### src/rtl/div_iter.sv
`default_nettype none
// ============================================================================
//  Module   : div_iter
//  Purpose  : Sequential radix-2 restoring divider for the EX stage. Accepts a
//             WIDTH-bit dividend/divisor (signed or unsigned) and returns the
//             quotient (truncated toward zero) and the remainder (sign follows
//             the dividend) after WIDTH+1 cycles, using a start/busy/done
//             handshake.
//  Revision : 1.0  initial release
//
//  Optional : `define DIV_ZERO_FAST_EN -> a zero divisor skips the iterative
//             phase and produces its result one cycle after acceptance.
//
//  Ports    : clk         system clock (rising edge)
//             rstn        asynchronous active-low reset
//             start       request pulse, sampled in IDLE
//             signed_op   1 = two's-complement division, 0 = unsigned
//             dividend    dividend operand  [WIDTH]
//             divisor     divisor operand   [WIDTH]
//             busy        a division is in flight
//             done        one-cycle result-valid pulse
//             quotient    result quotient   [WIDTH]
//             remainder   result remainder  [WIDTH]
//             div_by_zero divisor was zero (valid with done)
// ============================================================================
module div_iter #(
    parameter int WIDTH = 32
) (
    input  logic             clk,
    input  logic             rstn,
    input  logic             start,
    input  logic             signed_op,
    input  logic [WIDTH-1:0] dividend,
    input  logic [WIDTH-1:0] divisor,
    output logic             busy,
    output logic             done,
    output logic [WIDTH-1:0] quotient,
    output logic [WIDTH-1:0] remainder,
    output logic             div_by_zero
);

    localparam int             CW       = (WIDTH > 1) ? $clog2(WIDTH) : 1;
    localparam logic [CW-1:0]  CNT_LAST = CW'(WIDTH - 1);

    typedef enum logic [1:0] {
        S_IDLE = 2'd0,
        S_CALC = 2'd1,
        S_DONE = 2'd2
    } state_t;

    state_t             state_q;
    logic [CW-1:0]      cnt_q;
    logic               busy_q;
    logic               done_q;
    logic [WIDTH-1:0]   quot_out_q;
    logic [WIDTH-1:0]   rem_out_q;
    logic               dbz_q;

    // Working registers: rem_q is the partial remainder, dvd_q starts as the
    // magnitude of the dividend and shifts quotient bits in from the LSB.
    logic [WIDTH-1:0]   rem_q;
    logic [WIDTH-1:0]   dvd_q;
    logic [WIDTH-1:0]   dvs_q;
    logic               qneg_q;
    logic               rneg_q;
    logic               zero_q;

    logic [WIDTH-1:0]   dividend_abs_d;
    logic [WIDTH-1:0]   divisor_abs_d;
    logic [WIDTH:0]     shift_d;
    logic [WIDTH:0]     diff_d;
    logic [WIDTH-1:0]   quot_fix_d;
    logic [WIDTH-1:0]   rem_fix_d;

    always_comb begin
        // |-2^(WIDTH-1)| = 2^(WIDTH-1) still fits when read as unsigned.
        dividend_abs_d = (signed_op && dividend[WIDTH-1]) ? -dividend : dividend;
        divisor_abs_d  = (signed_op && divisor[WIDTH-1])  ? -divisor  : divisor;

        shift_d = {rem_q, dvd_q[WIDTH-1]};
        // The restoring invariant keeps shift_d < 2*divisor, so the difference
        // lies in (-2^WIDTH, 2^WIDTH) and bit WIDTH is a valid sign bit.
        diff_d  = shift_d - {1'b0, dvs_q};

        // A zero divisor keeps the natural all-ones quotient unsigned; the
        // remainder sign fix restores the original dividend.
        quot_fix_d = zero_q ? {WIDTH{1'b1}} : (qneg_q ? -dvd_q : dvd_q);
        rem_fix_d  = rneg_q ? -rem_q : rem_q;
    end

    always_ff @(posedge clk or negedge rstn) begin
        if (!rstn) begin
            state_q    <= S_IDLE;
            cnt_q      <= '0;
            busy_q     <= 1'b0;
            done_q     <= 1'b0;
            quot_out_q <= '0;
            rem_out_q  <= '0;
            dbz_q      <= 1'b0;
            rem_q      <= '0;
            dvd_q      <= '0;
            dvs_q      <= '0;
            qneg_q     <= 1'b0;
            rneg_q     <= 1'b0;
            zero_q     <= 1'b0;
        end else begin
            case (state_q)
                S_IDLE: begin
                    if (start) begin
                        dvd_q   <= dividend_abs_d;
                        dvs_q   <= divisor_abs_d;
                        qneg_q  <= signed_op & (dividend[WIDTH-1] ^ divisor[WIDTH-1]);
                        rneg_q  <= signed_op & dividend[WIDTH-1];
                        zero_q  <= (divisor == '0);
                        cnt_q   <= '0;
                        busy_q  <= 1'b1;
`ifdef DIV_ZERO_FAST_EN
                        if (divisor == '0) begin
                            // Remainder register preloaded with what the
                            // iterations would have produced.
                            rem_q   <= dividend_abs_d;
                            state_q <= S_DONE;
                        end else begin
                            rem_q   <= '0;
                            state_q <= S_CALC;
                        end
`else
                        rem_q   <= '0;
                        state_q <= S_CALC;
`endif
                    end
                end

                S_CALC: begin
                    rem_q <= diff_d[WIDTH] ? shift_d[WIDTH-1:0] : diff_d[WIDTH-1:0];
                    dvd_q <= {dvd_q[WIDTH-2:0], ~diff_d[WIDTH]};
                    if (cnt_q == CNT_LAST) begin
                        state_q <= S_DONE;
                    end else begin
                        cnt_q <= cnt_q + 1'b1;
                    end
                end

                S_DONE: begin
                    // First DONE cycle publishes the result; the second closes
                    // the pulse and releases busy, so start is never accepted
                    // while done is high.
                    if (!done_q) begin
                        done_q     <= 1'b1;
                        quot_out_q <= quot_fix_d;
                        rem_out_q  <= rem_fix_d;
                        dbz_q      <= zero_q;
                    end else begin
                        done_q  <= 1'b0;
                        busy_q  <= 1'b0;
                        state_q <= S_IDLE;
                    end
                end

                default: begin
                    state_q <= S_IDLE;
                end
            endcase
        end
    end

    assign busy        = busy_q;
    assign done        = done_q;
    assign quotient    = quot_out_q;
    assign remainder   = rem_out_q;
    assign div_by_zero = dbz_q;

endmodule
`default_nettype wire

### config.mk
export PLATFORM = sky130hd
export DESIGN_NAME = div_iter
export DESIGN_NICKNAME = d
export VERILOG_FILES = /design/src/rtl/div_iter.sv
export SDC_FILE = /design/constraint.sdc
export NUM_CORES = 1
export LEC_CHECK = 0
export CAP_MARGIN = 40
export CELL_PAD_IN_SITES_DETAIL_PLACEMENT = 1
export CELL_PAD_IN_SITES_GLOBAL_PLACEMENT = 1
export CORE_AREA = 5 5 166 168
export CTS_BUF_LIST = sky130_fd_sc_hd__clkbuf_8
export DETAILED_ROUTE_END_ITERATION = 8
export DIE_AREA = 0 0 171 173
export HOLD_SLACK_MARGIN = 0.02
export PLACE_DENSITY = 0.82
export SETUP_SLACK_MARGIN = 0.3
export SLEW_MARGIN = 20
export SYNTH_ARGS = -nofsm -noshare
export SYNTH_HDL_FRONTEND = slang
export SYNTH_SLANG_ARGS = --single-unit
### constraint.sdc
create_clock -name clk -period 4.3 [get_ports clk]
set_clock_uncertainty 0.2 [all_clocks]
set_input_delay 0.645 -clock clk [delete_from_list [all_inputs] [get_ports clk]]
set_output_delay 0.645 -clock clk [all_outputs]
set_load 0.01 [all_outputs]
## After elaboration in Yosys (flattened, before gate mapping)

Index checks and enable logic that the tools add are counted.
Widths: inputs -> output; s select.

| operators by class | value |
|---|---|
| $add $sub $neg | 6 |
| reduce and logical (&&, ||, !) cells | 12 |
| multiplexer cells | 21 |
| bitwise logic cells | 5 |
| equality and inequality tests | 7 |

Operators with widths:

| kind | number |
|---|---|
| $mux 32 | 8 |
| $neg 32->32 | 4 |
| $pmux 32 s2 | 2 |
| $sub 33x32->33 | 1 |
| $logic_not 32->1 | 1 |
| $mux 5 | 2 |
| $pmux 5 s2 | 1 |
| $reduce_and 3->1 | 3 |
| $ne 2x2->1 const B | 4 |
| $mux 2 | 3 |
| $pmux 2 s3 | 1 |
| $reduce_and 2->1 | 3 |
| $add 5x1->5 const B | 1 |
| $eq 5x5->1 const B | 1 |
| $reduce_bool 2->1 | 2 |
| $mux 1 | 3 |
| $and 1x1->1 | 2 |
| $eq 2x1->1 const B | 1 |
| $eq 2x2->1 const B | 1 |
| $logic_and 1x1->1 | 2 |
| $logic_not 2->1 | 1 |
| $not 1->1 | 2 |
| $pmux 1 s2 | 1 |
| $xor 1x1->1 | 1 |

| word-level totals | value |
|---|---|
| bits of input ports | 68 |
| word-level logic and storage cells | 64 |
| register bits after elaboration | 173 |

## Depth between registers and ports, before layout

| logic depth | value |
|---|---|
| depth in word-level cells | 4 |
| mapped depth | 13 |
| mapped depth without buffers | 11 |

## Worst setup path before layout

Ideal clock, no wire load.

| path | value |
|---|---|
| path kind | register to register |
| start | reg rem_q[4] |
| end | reg rem_q[21] |
| path slack | 1.130 ns |
| setup time | 0.126 ns |
| clock period less this slack | 3.170 ns |
| path buffers | 2 |
| stages on the path, launching flop included | 12 |
| arrival | 2.844 ns |
| data required time | 3.974 ns |
| cell sequence | dfrtp_1 ha_1 a21o_1 a211o_1 o21ai_4 a31oi_4 o311a_1 nor4b_2 buf_6 buf_12 nor2_1 a221o_1 |

| on the way | value |
|---|---|
| word-level cells in the longest chain between the ends | 3 |

Ends and longest elaborated chain:

| element | RTL line | source |
|---|---|---|
| start: declaration | 61 | `logic [WIDTH-1:0] rem_q;` |
| start signal: assignment | 135 | `rem_q <= diff_d[WIDTH] ? shift_d[WIDTH-1:0] : diff_d[WIDTH-1:0];` |
| $sub 33x32->33 | 83 | `diff_d = shift_d - {1'b0, dvs_q};` |
| $mux 32 | 135 |  |
| $pmux 32 s2 | 107 | `case (state_q)` |

Every way passes these cells.
A chain may end at the register's enable or synchronous reset.

## Final worst setup path

| path | value |
|---|---|
| start | reg rem_q[4] |
| end | reg rem_q[1] |

The elaborated chain is that of the path after synthesis.

==> results list <==
- Clock insertion delay at the later pin of the skew report: 470 ps
* Flop and latch count out of synthesis: 173
- TritonCTS built the clock tree.
- Transition time of the tightest slew-check pin: 704 ps
* Fraction of synthesized cell area taken by the top area cell type: 0.387
- The worst hold path belongs to the class reg -> reg.
- Timing would allow up to 274 MHz.
- Detail Placement HPWL: 25.9 mm
* First-pass GRT wire length: 55.4 mm
* Number of nets still failing antenna checks after routing: 0
- The floorplan step set the die width to 171 um.
* CP endpoint kind: flop
- TritonCTS created 17 clock buffers.
* PD cells: 810 nW/um^2
* CTS H-tree lvls: 4
- For this configuration, the core starts out at a cell density of 0.434.
- Area after DPL: 12900 um^2
- In this run the standard cell core region covers 25800 um^2.
* Clock sink count: 173
* Final number of max-transition violations: 0
- The count of endpoints failing hold in the final timing report came to 0.
- After detailed routing, the average wire length per cell comes to 19.0 um.
* Cell taking the most area after synthesis: sky130_fd_sc_hd__dfrtp_1
* Number of antenna violations at the first check in global routing: 0
- For this block, the routed nets add up to 33.6 mm of wire.
- Row Count: 59
- Post-route fraction of the period consumed by the critical path: 0.850
* Status: finished clean
- The worst hold path begins at quotient[0]$_DFFE_PN0P_.
- RSZ-0062 raised after global routing: false
* Syn Area/Cell: 8.50 um^2
- In this run the critical register-to-register path is launched from rem_q[4]$_DFFE_PN0P_.
- Category of the most critical setup path: reg -> reg
- Kind of launch point of the worst setup path: flop
* Static Leakage: 5.54 nW
- Headroom to the max-slew limit came out at 0.526.
- Via count: 10100
- Data arrival time of the worst path: 3860 ps
* Dominant register cell in the synthesized netlist: sky130_fd_sc_hd__dfrtp_1
- Die height: 173 um
- Port bufs: 134
* Area enclosed by the die boundary: 29600 um^2
* Bufs on Longest Clock Path: 2
- Register area share after synthesis: 0.387
* Area growth from synthesis to layout: 19.2%
- YS warnings: 0
- Top-Level Pins: 135
* Quantity of hold-fixing buffers added after cts: 1
- Entering global routing, the biggest net connects 74 pins.
- After clock tree synthesis, the clock-pin slew on the worst setup and hold paths is 110 ps.
- 0 antenna diodes ended up in the layout.
- Number of setup buffers added after CTS: 0
- Number of search-and-repair iterations in the first detailed-routing pass: 6
- Count of cells resized by post-cts repair: 0
- Clock period minus worst slack: 3650 ps
- Worst Path Max Fanout: 37
- The synthesized netlist contains 71 unique library cells.
- Post-route cell area: 13300 um^2
- Global routing finished with a remaining overflow of 0.
* Ranking of synthesized cells by instance count: sky130_fd_sc_hd__nand2_1, sky130_fd_sc_hd__dfrtp_1, sky130_fd_sc_hd__o21ai_0
- Across the run, the number of max-cap violations was 0.
- Clock root buffer master: sky130_fd_sc_hd__clkbuf_8
- Drt initial violations: 634
* Count of flip-flops with a built-in enable after synthesis: 0
- Across the VDD grid, the largest voltage drop is 594 uV.
- By area the synthesized netlist is led by sky130_fd_sc_hd__dfrtp_1, sky130_fd_sc_hd__o21ai_0, sky130_fd_sc_hd__xor2_1, sky130_fd_sc_hd__nand2_1, sky130_fd_sc_hd__xnor2_1.
- In the routed design, unresolved DRC markers number 0.
* Most common cell in the netlist: sky130_fd_sc_hd__nand2_1
* Total Neg Setup Slack: 0 ps
* Net count after synthesis: 1423
- Fraction of registers with async set or reset after synthesis: 1.00
- Setup violation total in the final timing report: 0
* Number of global-route vias before repair: 10400
* Crit path launch: rem_q[4]$_DFFE_PN0P_
* Gate count after technology mapping: 1316
- Total routing resource utilization after global routing: 0.227
- Routability-driven placement finished with a final weighted congestion of 0.899.
* Crit path required time: 4500 ps
* Final #Nets: 1530
* Fraction of final layout cells with drive strength greater than 1: 0.0543
- Vias per cell: 5.73
- In this run the cell area of the synthesized design comes to 11200 um^2.
* R2R Setup Slk: 650 ps
worst max-delay path: stages (launching register included):
cell                      delay (ps)
sky130_fd_sc_hd__dfrtp_1         500
sky130_fd_sc_hd__ha_1            430
sky130_fd_sc_hd__a21o_1          240
sky130_fd_sc_hd__a211o_1         320
sky130_fd_sc_hd__o21ai_4         210
sky130_fd_sc_hd__a31oi_4         150
sky130_fd_sc_hd__o311a_1         410
sky130_fd_sc_hd__nor4b_4         320
sky130_fd_sc_hd__buf_12          280
sky130_fd_sc_hd__mux2_2          370
sky130_fd_sc_hd__o21ai_0         140
state kept, by name, indices dropped and copies added (netlist names):
register / flops
busy: 1
cnt_q: 5
div_by_zero: 1
done: 1
dvd_q: 32
dvs_q: 32
qneg_q: 1
quotient: 32
rem_q: 32
remainder: 32
rneg_q: 1
state_q: 2
zero_q: 1
layout by cell type (no fill, tap or decap), types with 27 or more instances in the layout:
cell and instances:
sky130_fd_sc_hd__a21oi_1 99, sky130_fd_sc_hd__clkdlybuf4s50_1 133, sky130_fd_sc_hd__dfrtp_1 173, sky130_fd_sc_hd__ha_1 38, sky130_fd_sc_hd__inv_1 50, sky130_fd_sc_hd__nand2_1 186
sky130_fd_sc_hd__nor2_1 86, sky130_fd_sc_hd__o21ai_0 151, sky130_fd_sc_hd__o22ai_1 27, sky130_fd_sc_hd__xnor2_1 62, sky130_fd_sc_hd__xor2_1 86
per-stage QoR:
step	hold WS (ps)	power, W	std cells	worst slack, ps	utilization
floorplan	149	0.00759	1316	1130	-
global placement	256	0.00920	1736	672	0.499
detailed placement	261	0.00953	1738	540	0.501
CTS	284	0.0108	1771	652	0.517
global route	306	0.0117	1771	488	0.517
finish	284	0.0108	1771	646	0.517
cell type report:
| class | instances | area [um^2] |
|---|---|---|
| multi-input combinational | 1022 | 6390 |
| sequential | 173 | 4330 |
| clock buffer | 17 | 234 |
| fill | 3042 | 12400 |
| tap | 335 | 419 |
| inverter | 52 | 195 |
| timing repair buffer | 157 | 1580 |
| clock inverter | 15 | 176 |
final timing paths:
path / endpoint / depth (start not counted)
max reg2reg: rem_q[1]$_DFFE_PN0P_ / 10
min: quotient[0]$_DFFE_PN0P_ / 2
min in group asynchronous: remainder[3]$_DFFE_PN0P_ / 2
min reg2reg: quotient[0]$_DFFE_PN0P_ / 2
max in group asynchronous: quotient[30]$_DFFE_PN0P_ / 4
max: rem_q[1]$_DFFE_PN0P_ / 10
routing by layer:
| metal | global-route usage | share of wire | routed length [um] |
|---|---|---|---|
| met5 | 0 | 0 | 0 |
| met1 | 0.341 | 0.48 | 16200 |
| met2 | 0.351 | 0.45 | 15300 |
| met3 | 0.0290 | 0.053 | 1770 |
| met4 | 0.0469 | 0.011 | 369 |
where the power goes:
part           internal [W]  switching [W]  total [W]
combinational       0.00279        0.00371    0.00650
clock              0.000488       0.000701    0.00119
sequential          0.00225       0.000853    0.00310
total               0.00552        0.00527     0.0108
logic make-up after synthesis:
kind of cell,count (synthesis),synth area share
mux,27,0.0245
flops,173,0.387
simple gates,395,0.162
xor+xnor,148,0.116
fa+ha+maj,39,0.0443
buf+inv,121,0.0445
compound gates,413,0.222
No activity file was read; power rests on OpenSTA's default activity.
